`src/rtl/serial_frame_pkg.sv`:
```
// serial_frame_pkg: receiver states, serial line levels and the parity helper shared by serial_frame_rx
package serial_frame_pkg;
  typedef enum logic [2:0] {IDLE, START, DATA, PARITY, STOP, BREAK} state_e;
  localparam logic LINE_IDLE = 1'b1;
  localparam logic START_BIT = 1'b0;
  localparam logic STOP_BIT  = 1'b1;
  function automatic logic even_parity(input logic [15:0] data);
    return ^data;
  endfunction
endpackage

```
`src/rtl/serial_bit_timer.sv`:
```
// serial_bit_timer: one-cycle tick at the half-bit or full-bit terminal count; restart zeroes the count
module serial_bit_timer #(
  parameter int BIT_CYCLES = 4
) (
  input  logic clk,
  input  logic reset,
  input  logic restart,
  input  logic half,
  output logic tick
);
  localparam int CW = (BIT_CYCLES > 1) ? $clog2(BIT_CYCLES) : 1;
  localparam logic [CW-1:0] HALF_TC = CW'(BIT_CYCLES / 2 - 1);
  localparam logic [CW-1:0] FULL_TC = CW'(BIT_CYCLES - 1);
  logic [CW-1:0] cyc_cnt_q, cyc_cnt_d;
  assign tick = cyc_cnt_q == (half ? HALF_TC : FULL_TC);
  assign cyc_cnt_d = (restart || tick) ? '0 : cyc_cnt_q + 1'b1;
  always_ff @(posedge clk) cyc_cnt_q <= reset ? '0 : cyc_cnt_d;
endmodule

```
`src/rtl/serial_frame_rx.sv`:
```
// serial_frame_rx: mid-bit sampling serial frame receiver with valid/framing/parity pulses.
// Define SERIAL_FRAME_RX_PARITY_EN to expect an even-parity bit between data and stop.
module serial_frame_rx
  import serial_frame_pkg::*;
#(
  parameter int DATA_W     = 8,
  parameter int BIT_CYCLES = 4
) (
  input  logic              clk,
  input  logic              reset,
  input  logic              din,
  output logic [DATA_W-1:0] data_out,
  output logic              data_valid,
  output logic              frame_err,
  output logic              parity_err,
  output logic              busy
);
`ifdef SERIAL_FRAME_RX_PARITY_EN
  localparam bit PAR_EN = 1'b1;
`else
  localparam bit PAR_EN = 1'b0;
`endif
  localparam int BW = $clog2(DATA_W + 1);
  localparam logic [BW-1:0] LAST_BIT = BW'(DATA_W - 1);
  state_e            state_q, state_d;
  logic              din_q;
  logic [BW-1:0]     bit_cnt_q, bit_cnt_d;
  logic [DATA_W-1:0] shift_q, shift_d;
  logic [DATA_W-1:0] data_q, data_d;
  logic              par_bad_q, par_bad_d;
  logic              dv_q, dv_d, fe_q, fe_d, pe_q, pe_d;
  logic              tick, restart;
  serial_bit_timer #(.BIT_CYCLES(BIT_CYCLES)) u_timer (
    .clk    (clk),
    .reset  (reset),
    .restart(restart),
    .half   (state_q == START),
    .tick   (tick)
  );
  assign restart    = state_d != state_q;
  assign data_out   = data_q;
  assign data_valid = dv_q;
  assign frame_err  = fe_q;
  assign parity_err = PAR_EN & pe_q;
  assign busy       = state_q != IDLE;
  always_comb begin
    state_d   = state_q;
    bit_cnt_d = bit_cnt_q;
    shift_d   = shift_q;
    par_bad_d = par_bad_q;
    data_d    = data_q;
    dv_d      = 1'b0;
    fe_d      = 1'b0;
    pe_d      = 1'b0;
    case (state_q)
      IDLE: if (din_q == START_BIT) begin
        state_d   = START;
        bit_cnt_d = '0;
        par_bad_d = 1'b0;
      end
      START: if (tick) state_d = (din_q == START_BIT) ? DATA : IDLE;
      DATA: if (tick) begin
        // shifting in from the top leaves the first (LSB) bit at bit 0 after DATA_W samples
        shift_d   = DATA_W'({din_q, shift_q} >> 1);
        bit_cnt_d = bit_cnt_q + 1'b1;
        if (bit_cnt_q == LAST_BIT) state_d = PAR_EN ? PARITY : STOP;
      end
      PARITY: if (tick) begin
        par_bad_d = din_q != even_parity(16'(shift_q));
        state_d   = STOP;
      end
      STOP: if (tick) begin
        state_d = (din_q == STOP_BIT) ? IDLE : BREAK;
        fe_d    = din_q != STOP_BIT;
        pe_d    = din_q == STOP_BIT && par_bad_q;
        dv_d    = din_q == STOP_BIT && !par_bad_q;
        data_d  = dv_d ? shift_q : data_q;
      end
      BREAK: if (din_q == LINE_IDLE) state_d = IDLE;
      default: state_d = IDLE;
    endcase
  end
  always_ff @(posedge clk) begin
    if (reset) begin
      state_q   <= IDLE;
      din_q     <= LINE_IDLE;
      bit_cnt_q <= '0;
      shift_q   <= '0;
      data_q    <= '0;
      par_bad_q <= 1'b0;
      dv_q      <= 1'b0;
      fe_q      <= 1'b0;
      pe_q      <= 1'b0;
    end else begin
      state_q   <= state_d;
      din_q     <= din;
      bit_cnt_q <= bit_cnt_d;
      shift_q   <= shift_d;
      data_q    <= data_d;
      par_bad_q <= par_bad_d;
      dv_q      <= dv_d;
      fe_q      <= fe_d;
      pe_q      <= pe_d;
    end
  end
endmodule

```
`config.mk`:
```
export PLATFORM = sky130hd
export DESIGN_NAME = serial_frame_rx
export DESIGN_NICKNAME = d
export VERILOG_FILES = /design/src/rtl/serial_frame_pkg.sv /design/src/rtl/serial_bit_timer.sv /design/src/rtl/serial_frame_rx.sv
export SDC_FILE = /design/constraint.sdc
export NUM_CORES = 1
export LEC_CHECK = 0
export CORE_MARGIN = 2
export CORE_UTILIZATION = 55
export DETAILED_ROUTE_END_ITERATION = 6
export PLACE_DENSITY_LB_ADDON = 0.3
export SYNTH_ARGS = -nofsm -noshare
export SYNTH_HDL_FRONTEND = slang
export SYNTH_SLANG_ARGS = --single-unit
```
`constraint.sdc`:
```
create_clock -name clk -period 2.9 [get_ports clk]
set_clock_uncertainty 0.15 [all_clocks]
set_input_delay 0.435 -clock clk [delete_from_list [all_inputs] [get_ports clk]]
set_output_delay 0.435 -clock clk [all_outputs]
set_load 0.02 [all_outputs]
```
## After elaboration in Yosys (flattened, before gate mapping)

Cells that the tools add are included.

| word-level totals | value |
|---|---|
| output and inout bits | 12 |
| bits in read-only memories | 0 |
| bits in latches | 0 |
| memories | 0 |
| input port bits | 3 |
| logic and storage cells | 57 |
| RAM bits | 0 |
| register bits | 29 |

| cells by class | value |
|---|---|
| divide/modulo/power cells | 0 |
| bitwise operators | 3 |
| shifts and indexed selects | 0 |
| reduce and logical (&&, ||, !) cells | 14 |
| muxes and demuxes | 17 |
| $lt $le $gt $ge | 0 |
| $add $sub $neg | 2 |
| equality and inequality tests | 12 |
| multipliers | 0 |

Operator list:

| cell | count |
|---|---|
| 3-bit 2-to-1 mux | 8 |
| 3-bit case mux with 6 select lines | 1 |
| 16-bit parity | 1 |
| 3-bit AND reduction | 3 |
| 4-bit 2-to-1 mux | 2 |
| 4-bit case mux with 2 select lines | 1 |
| 3-bit by 2-bit == test with 1-bit output, second input constant | 2 |
| 3-bit == test, second input constant | 2 |
| 4-bit by 1-bit adder with 4-bit output, second input constant | 1 |
| 4-bit by 3-bit == test with 1-bit output, second input constant | 1 |
| 2-bit 2-to-1 mux | 2 |
| 2-bit by 1-bit != test with 1-bit output, second input constant | 2 |
| 2-bit nonzero test | 2 |
| 3-bit by 1-bit == test with 1-bit output, second input constant | 1 |
| 3-bit logical NOT | 1 |
| 3-bit != test | 1 |
| 1-bit inverter | 3 |
| 3-bit nonzero test | 1 |
| 3-bit OR reduction | 1 |
| 2-bit by 1-bit adder with 2-bit output, second input constant | 1 |
| 2-bit == test | 1 |
| 1-bit 2-to-1 mux | 2 |
| 2-bit != test, second input constant | 1 |
| 1-bit case mux with 2 select lines | 1 |
| other kinds (6) | 6 |

## Logic depth before layout (Yosys ltp)

| logic depth | value |
|---|---|
| depth after elaboration | 8 |
| depth in mapped cells | 6 |

## Hierarchy

Synthesis repeated with hierarchy kept, for this count alone.

| unflattened totals | value |
|---|---|
| cells, all modules | 147 |
| area, all modules | 1292.5 µm² |

Modules (own cells, without submodules):

| module | cells an instance | times used | seq. area each (µm²) | area each (µm²) |
|---|---|---|---|---|
| serial_frame_rx | 139 | 1 | 540.5 | 1204.9 |
| serial_bit_timer | 8 | 1 | 40.0 | 87.6 |

## Least setup slack after synthesis

Ideal clock, no wire load.

| timing | value |
|---|---|
| path type | reg2reg |
| start | reg u_timer.cyc_cnt_q[0] |
| end | reg data_q[0], in the netlist data_out[0] |
| stages on the path, launching flop included | 6 |
| path buffers | 1 |
| setup slack | 1.234 ns |
| required time | 2.622 ns |
| arrival | 1.388 ns |
| cell sequence | dfxtp_1 > clkbuf_2 > nand2_4 > nor4_4 > mux2i_1 > nor2_1 |

| on the way | value |
|---|---|
| cells in the longest elaborated chain, start to end | 2 |

Ends and longest elaborated chain:

| what | line | text |
|---|---|---|
| start, declared | serial_bit_timer.sv:14 | `logic [CW-1:0] cyc_cnt_q, cyc_cnt_d;` |
| start signal, assigned | serial_bit_timer.sv:17 | `always_ff @(posedge clk) cyc_cnt_q <= reset ? '0 : cyc_cnt_d;` |
| 2-bit == test | serial_bit_timer.sv:15 | `assign tick = cyc_cnt_q == (half ? HALF_TC : FULL_TC);` |
| 3-bit AND reduction (no source line) | -- |  |
| end signal, assigned | serial_frame_rx.sv:99 | `data_q <= data_d;` |
| end, declared | serial_frame_rx.sv:29 | `logic [DATA_W-1:0] data_q, data_d;` |

Every way passes these cells.
A chain may end at the register's enable or synchronous reset.

## Worst setup path after layout

| timing | value |
|---|---|
| start | reg state_q[0] |
| end | out busy |

| on the way | value |
|---|---|
| cells in the longest elaborated chain, start to end | 1 |

Ends and longest elaborated chain:

| what | line | text |
|---|---|---|
| start, declared | serial_frame_rx.sv:25 | `state_e state_q, state_d;` |
| start signal, assigned | serial_frame_rx.sv:95 | `state_q <= state_d;` |
| 3-bit nonzero test | serial_frame_rx.sv:45 | `assign busy = state_q != IDLE;` |
| end, declared | serial_frame_rx.sv:16 | `output logic busy` |

Every way passes these cells.

==> run summary <==
The clock period minus final worst setup slack is 2.44 ns. STA classifies the critical path endpoint as an output pin. The count of instances resized after the clock tree is built came out at 0. In the routed design, unresolved DRC markers number 0. The number of cell rows came out at 17. The overall via count from detail_route is 1089. The data required time at the worst endpoint is 2.32 ns.

Yosys printed 0 warnings. The part of the power in combinational logic came out at 7.5%. The first global-routing pass estimated 4310 µm of wire. The number of global-route vias before repair came out at 973. Derived from the worst setup path, the maximum achievable clock frequency is 0.410 GHz. The largest area contributor in the netlist is dfxtp_1.

The final non-filler cell area came out at 1540 µm². The die height came out at 53.6 µm. TritonCTS built the clock tree. The fraction of power consumed by sequential logic is 59.2%.

The run finished with clean final reports. The layout overhead on the synthesized area is 13.6%. The later pin in the worst-skew pair is clocked with a latency of 0.33 ns. The maximum clock path buffer count came out at 2.

The clock-pin slew of the registers on the worst-case setup and hold paths came out at 0.09 ns. The total number of clock tree sinks came out at 29. The final critical-path setup slack came out at 0.460 ns.

The number of pins exceeding their max-slew limit in the final report is 0. The internal power is 0.516 mW. The violation count after the first detailed-route iteration came out at 25.

The via-per-instance ratio came out at 5.47. The cell count after synthesis came out at 158. The number of buffers added to fix hold violations after cts came out at 0. The number of distinct standard cells referenced by the synthesized netlist is 36. The number of hold-slack violations in the final timing report came out at 0.

The number of buffers inserted to repair setup after CTS is 0. The startpoint kind of the worst setup timing path is a flop. The clock network is responsible for 33.4% of the overall power. The number of setup violations in the final report came out at 0. The maximum number of pins on one net before global-route repair is 24. The static leakage power is 0.556 nW.

In this run, CTS created clock tree buffers numbering 5. The per-cell routed wire length came out at 13.2 µm. The proportion of layout cells with a drive suffix above 1 is 7.60%. Detailed placement finished with a half-perimeter wire length of 1820 µm.

The critical path goes through nor2_1 > nand2_1 > clkdlybuf4s50_1. In this run the standard cell core region covers 2280 µm². A synthesized cell averages 8.55 µm². Global routing used 21.5% of the available tracks across all layers.

The maximum single-stage delay on the critical path came out at 0.55 ns. During placement, the flow inserted port buffers numbering 13. The area fraction of the dominant cell type after synthesis came out at 43.0%. The floorplan step set the die width to 53.6 µm. After detailed placement, the total cell area comes to 1480 µm². At the worst endpoint, the arrival time is 1.86 ns. The ratio of total power to cell area came out at 457 nW/µm². The global placer's final weighted congestion came out at 0.943. The initial antenna violation count was 0. The number of antenna diodes in the final layout is 0. The peak supply drop came out at 0.481 mV. The aggregate negative setup slack is 0 ns. The post-synthesis net count came out at 162. The H-tree was split into 2 levels. The worst setup path is of the flop to output pin kind.

The slowest cell on the critical path is clkdlybuf4s50_1. The worst hold path belongs to the class flop to flop. Max-cap violations in this run came to 0. After synthesis the cells add up to 1350 µm². The switching power as a share of total power is 26.4%. The die outline area is 2870 µm². The initial utilization of the core area, before any placement, comes to 59.4%. The sequential cell area fraction in the yosys report is 43.0%.

For this design the total switching power over the nets is 0.185 mW. The cell at the root of the clock tree is clkbuf_4. The measured slew at the worst slew-check pin came out at 0.730 ns.

The final layout contains routed wiring with a total length of 2630 µm. The pre-antenna-repair detailed-routing pass consisted of 4 iterations. The largest fanout on the critical path is 10. After synthesis, the cell types taking the most area are dfxtp_1, a21oi_1, nand2_1, mux2i_1, nor2_1. The worst slew margin relative to its limit came out at 51.0%. The pre-CTS setup slack is 0.856 ns. Setup repair after global routing left no endpoint under its margin. The total I/O pin count came out at 15. Summed over all layers, the global routing overflow is 0.

The post-route antenna net violation count came out at 0. The number of storage elements in the synthesis netlist is 29. The count of nets after finishing came out at 174. The final critical path takes up 84.1% of the cycle.
[layout by cell type (no fill, tap or decap), types with 2 or more instances in the layout]
| cell | count |
|---|---|
| a32oi_1 | 2 |
| clkinv_2 | 2 |
| nor2_1 | 14 |
| nor2b_1 | 3 |
| o21ai_0 | 7 |
| or2_2 | 2 |
| o2bb2ai_1 | 2 |
| inv_1 | 3 |
| and2_1 | 2 |
| dfxtp_1 | 29 |
| a31oi_1 | 2 |
| and3_1 | 2 |
| xnor2_1 | 6 |
| nor3_1 | 3 |
| xor2_1 | 2 |
| a21boi_0 | 2 |
| clkdlybuf4s50_1 | 13 |
| mux2i_1 | 8 |
| a21oi_1 | 17 |
| nand3_1 | 4 |
| clkbuf_4 | 5 |
| nand2b_1 | 3 |
| a21o_1 | 3 |
| nand2_1 | 22 |
[worst paths after layout]
| path | startpoint | slack (ns) | depth (start not counted) | endpoint |
|---|---|---|---|---|
| setup / recovery | state_q[0] | 0.46 | 3 | busy |
| hold / removal | par_bad_q | 0.31 | 2 | par_bad_q |
| setup reg to reg | state_q[2] | 0.95 | 4 | data_out[3] |
| hold reg to reg | par_bad_q | 0.31 | 2 | par_bad_q |
[synthesized netlist by cell type]
library cell  count
dfxtp_1          29
nand2_1          22
a21oi_1          17
nor2_1           14
mux2i_1           8
o21ai_0           7
clkbuf_1          6
xnor2_1           6
nand3_1           4
a21o_1            3
inv_1             3
nand2b_1          3
nor2b_1           3
nor3_1            3
a21boi_0          2
a31oi_1           2
a32oi_1           2
and2_1            2
and3_1            2
o2bb2ai_1         2
or2_2             2
xor2_1            2
and2b_1           1
and3b_1           1
buf_2             1
buf_4             1
clkbuf_2          1
conb_1            1
ha_1              1
nand2_4           1
nor3_2            1
nor4_1            1
nor4_4            1
o31ai_1           1
or2b_1            1
xnor3_1           1
[per-layer routing]
metal	vias to the layer above	track usage [%]	wire, µm
met5	-	0	0
met4	0	13.7	54
met3	8	6.39	151
met2	38	34.0	1230
met1	486	25.3	1190
li1	557	-	-
[registers in the layout (all words and copies together), names as in the netlist]
signal	cells
data_out	8
shift_q	8
bit_cnt_q	4
state_q	3
u_timer.cyc_cnt_q	2
data_valid	1
din_q	1
frame_err	1
par_bad_q	1
[logic make-up (layout without fill, tap and decap cells)]
group / count (synthesis) / count (layout) / synth area share [%]
multiplexers: 8 / 8 / 5.93
AO/OA/AOI/OAI: 36 / 36 / 15.7
adder cells (fa/ha/maj): 1 / 1 / 0.926
XOR/XNOR: 9 / 9 / 6.85
other: 1 / 1 / 0.278
AND/OR/NAND/NOR: 62 / 62 / 23.5
flip-flops: 29 / 29 / 43.0
buffers and inverters: 12 / 25 / 3.80
[power by group through the flow]
| stage | Clock [mW] | Combinational, mW | Sequential, mW |
|---|---|---|---|
| 2_1_floorplan | 0 | 0.0481 | 0.415 |
| 3_3_place_gp | 0 | 0.0501 | 0.423 |
| 3_5_place_dp | 0 | 0.0516 | 0.424 |
| 4_1_cts | 0.239 | 0.0520 | 0.415 |
| 5_1_grt | 0.252 | 0.0570 | 0.416 |
| 6_report | 0.234 | 0.0524 | 0.415 |
[metrics by stage]
| step | power [mW] | hold slack [ns] | utilization (%) | std cells |
|---|---|---|---|---|
| 2_1_floorplan | 0.463 | 0.287 | - | 158 |
| 3_3_place_gp | 0.473 | 0.300 | 65.2 | 191 |
| 3_5_place_dp | 0.475 | 0.301 | 65.2 | 191 |
| 4_1_cts | 0.706 | 0.314 | 67.5 | 199 |
| 5_1_grt | 0.725 | 0.353 | 67.5 | 199 |
| 6_report | 0.702 | 0.312 | 67.5 | 199 |
[worst max-delay path: cells and delay by family, from the launching register on]
kind | cells | cell delay, ns
flip-flops | 1 | 0.42
buffers and inverters | 1 | 0.55
AND/OR/NAND/NOR | 2 | 0.55
[area by class of cell]
cell class / instances / area (µm²)
fillers: 188 / 741
multi-input cells: 117 / 719
flip-flops and latches: 29 / 581
repair buffers: 14 / 138
clock buffers: 6 / 41.3
well taps: 28 / 35.0
inverters: 3 / 11.3
clock inverters: 2 / 10.0
No activity file was read; power rests on OpenSTA's default activity.
==> edit 1: new RTL, config.mk and constraints unchanged <==
The localparam `PAR_EN` goes from 1'b0 to 1'b1.
--- a/src/rtl/serial_frame_rx.sv
+++ b/src/rtl/serial_frame_rx.sv
@@ -19,5 +19,5 @@
   localparam bit PAR_EN = 1'b1;
 `else
-  localparam bit PAR_EN = 1'b0;
+  localparam bit PAR_EN = 1'b1;
 `endif
   localparam int BW = $clog2(DATA_W + 1);
Formal check against the unedited RTL: same outputs for any inputs over 10 cycles, from zero or initial values and one cycle with reset high; that may be too few to reach the edited logic, so the function may still have changed.
==> edit 1 against the unedited design <==
Non-clock buffer count is 1 higher. Count of clock-buffer cells in the layout stayed put. Design area is 1.5% lower. Worst setup slack better by 170 ps. Highest routed layer unchanged. Area after synthesis is 2.4% lower. Wire length is 5.6% lower. Fmax is 7.7% higher. Total power is 6.4% higher. Sequential cell count is 1 higher. Largest cell class unchanged.
==> edit 1: results (changes against the unedited design) <==
worst_setup_path:
  crit_path_max_fanout: 13  # +3
  cp.arrival_ps: 1680  # -180 ps
  reg2regPathDepth: 5  # +1
  crit_path_start: "state_q[2]"
  reg2reg_slack_ps: 800  # -150 ps
  r2r-end: "u_timer.cyc_cnt_q[1]"
placement:
  place.gp.congestion: 0.891  # -5.6%
  place_area_um2: 1450  # -2.4%
  place_hpwl_mm: 1.70  # -6.5%
  portBuffers: 14  # +1
yosys:
  synth_commonest_cells: "dfxtp_1, nor2_1, nand2_1"
  synth-seq-area-share_pct: 45.5  # +2.6 points
  synthTopCellsByArea: "dfxtp_1, mux2i_1, xnor2_1"
  synth_nets: 150  # -7.4%
global_route:
  grt_usage_pct: 21.3  # -0.15 points
  grt_max_degree: 16  # -33%
  grt_pass1_vias: 971  # -0.21%
drt:
  finalWirelength_mm: 2.48  # -5.6%
  drt_iter0_markers: 32  # +28%
power_and_ir_drop:
  p_leak_nw: 0.585  # +5.3%
  vdd_drop_max_mv: 0.402  # -16%
clock_tree:
  cts_buffer_depth: 2  # unchanged
run_status:
  outcome: "finished clean"
cells_and_area:
  num-fill-cells: 177  # -5.9%
  drive_above_1_share_pct: 8.18  # +0.57 points
  final_nets: 162  # -6.9%
worst_hold_path:
  whs_endpoint: "parity_err"
sta:
  whs_ps: 342  # +29.8 ps
[edit 1: cell type report]
| class | count | area [um2] | share of cell area, % |
|---|---|---|---|
| multi-input combinational | 103 | 653 | 43.2 |
| timing repair buffer | 15 | 148 | 9.77 |
| tap | 28 | 35.0 | 2.32 |
| sequential | 30 | 601 | 39.7 |
| clock inverter | 2 | 12.5 | 0.828 |
| inverter | 3 | 11.3 | 0.745 |
| clock buffer | 6 | 51.3 | 3.39 |
[edit 1: metal layers]
layer / routed length (um) / vias up / GRT usage, %
met5: 0 / - / 0
met4: 53 / 0 / 11.1
met3: 133 / 7 / 8.47
met2: 1160 / 27 / 31.9
met1: 1140 / 493 / 26.1
li1: - / 528 / -
[edit 1: logic make-up after synthesis]
kind of cell	count (synthesis)	share of synthesized area (%)
DFF	30	45.5
and+or+nand+nor	56	20.7
muxes	8	6.07
AOI/OAI and AO/OA	26	13.9
adders and majority gates	1	0.949
buffers and inverters	13	4.93
xor gates and xnor gates	12	7.97
[edit 1: through the flow]
step / instances / setup WS [ps] / total power, mW / utilization (%)
after CTS: 187 / 626 / 0.749 / 67.7
after global routing: 187 / 552 / 0.775 / 67.7
after global placement: 179 / 920 / 0.485 / 64.8
after floorplan: 146 / 1380 / 0.475 / -
final: 187 / 634 / 0.746 / 67.7
after detailed placement: 179 / 849 / 0.487 / 64.8
[edit 1: where the power goes]
| part | internal, mW | total, mW | switching (mW) | leakage [nW] |
|---|---|---|---|---|
| logic | 0.0215 | 0.0509 | 0.0294 | 0.309 |
| registers | 0.417 | 0.427 | 0.0102 | 0.242 |
| clock network | 0.116 | 0.268 | 0.151 | 0.0343 |
[edit 1: critical path, stage by stage (launching register included)]
cell and delay, ps:
dfxtp_1 590, or3_1 170, clkdlybuf4s50_1 590
[edit 1: worst max-delay path by stage]
stage / endpoint / slack, ps
floorplan: data_out[0] / 1380
global placement: u_timer.cyc_cnt_q[1] / 920
detailed placement: u_timer.cyc_cnt_q[1] / 850
CTS: busy / 630
global route: busy / 550
finish: busy / 630
==> edit 2: new RTL, config.mk and constraints unchanged <==
Made on the original files. The 6 states of `state_e` get a Gray code encoding in 3 bits.
--- a/src/rtl/serial_frame_pkg.sv
+++ b/src/rtl/serial_frame_pkg.sv
@@ -1,5 +1,5 @@
 // serial_frame_pkg: receiver states, serial line levels and the parity helper shared by serial_frame_rx
 package serial_frame_pkg;
-  typedef enum logic [2:0] {IDLE, START, DATA, PARITY, STOP, BREAK} state_e;
+  typedef enum logic [2:0] {IDLE = 3'b000, START = 3'b001, DATA = 3'b011, PARITY = 3'b010, STOP = 3'b110, BREAK = 3'b111} state_e;
   localparam logic LINE_IDLE = 1'b1;
   localparam logic START_BIT = 1'b0;
Check against the original RTL: no difference found for any inputs over 10 cycles, from zero or initial values and one cycle with reset high; not proved beyond that.
==> edit 2 against the unedited design <==
Fmax rose by 4.3%. Design area decreased by 0.49%. Sequential cell count did not move. Area after synthesis about the same. Wire length is 9.2% lower. Combinational power fell by 12%. Worst setup slack improved by 100 ps. Sequential share of layout area grew 0.19 points. Total power up 0.77%. Die area about the same. Critical path depth decreased by 1.
==> edit 2: results (changes against the unedited design) <==
sta:
  post-route-period-util_pct: 80.7  # -3.4 points
  worst_pin_slew_ps: 670  # -59.8 ps
global_route:
  grt_usage_pct: 20.4  # -1.1 points
  grt_pass1_vias: 918  # -5.7%
  grt_max_degree: 17  # -29%
cells_and_area:
  final_nets: 156  # -10%
  final-nonclk-buf-share_pct: 9.01  # +0.044 points
  fin_area_um2: 1530  # -0.49%
  design.seq.count: 29  # unchanged
  multi_input_area_um2: 701  # -2.6%
  clkbuf_count: 7  # +1
  seq-cell-share_pct: 38.0  # +0.19 points
  inverters: 5  # +2
worst_setup_path:
  slowest_stage: "dfxtp_1"
  critical_path.top_delay_family: "flip-flops"
  reg2reg_slack_ps: 880  # -70 ps
  cp_slowest_stage_delay_ps: 670  # +120 ps
  r2r-end: "data_out[4]"
  r2r_start: "state_q[1]"
power_and_ir_drop:
  powerClk_mw: 0.242  # +3%
  p_comb_share_pct: 6.5  # -1.0 points
  power.switching_mw: 0.167  # -9.9%
  p_leak_nw: 0.551  # -0.99%
  p_per_area_nw_per_um2: 463  # +1.3%
yosys:
  synthTopCellsByArea: "dfxtp_1, mux2i_1, nor2_1"
  synth-seq-area-share_pct: 42.9  # about the same
worst_hold_path:
  whs_endpoint: "bit_cnt_q[1]"
placement:
  place_ws_ps: 862  # +6.60 ps
  place_hpwl_mm: 1.65  # -9.0%
drt:
  routed_wire_length_per_instance_um: 13.3  # +0.34%
  drt_iter0_markers: 18  # -28%
run_status:
  outcome: "finished clean"
-- edit 2: changes by cell type after synthesis, sizes merged, moves of 3 or more --
cell,delta
clkbuf,-3
nor2,+9
buf,+5
mux2i,+9
or3,+3
a21oi,-15
nand2,-19
o21ai,-4
nand2b,-3
-- edit 2: layer usage --
metal | GRT usage (%) | wire length (um) | up-vias
met1 | 25.8 | 1140 | 474
met3 | 8.33 | 69 | 5
li1 | - | - | 511
met5 | 0 | 0 | -
met4 | 7.69 | 39 | 0
met2 | 31.1 | 1140 | 13
-- edit 2: logic make-up after synthesis --
logic type	share of synthesized area (%)
xor+xnor	7.49
buf+inv	5.27
other cells	0.277
compound gates	10.5
simple gates	20.1
mux	12.6
fa+ha+maj	0.925
flops	42.9
-- edit 2: worst min-delay path, cell delays in order (launching register included) --
cell and delay, ps:
dfxtp_1 340, nand2_1 60, a21oi_1 50
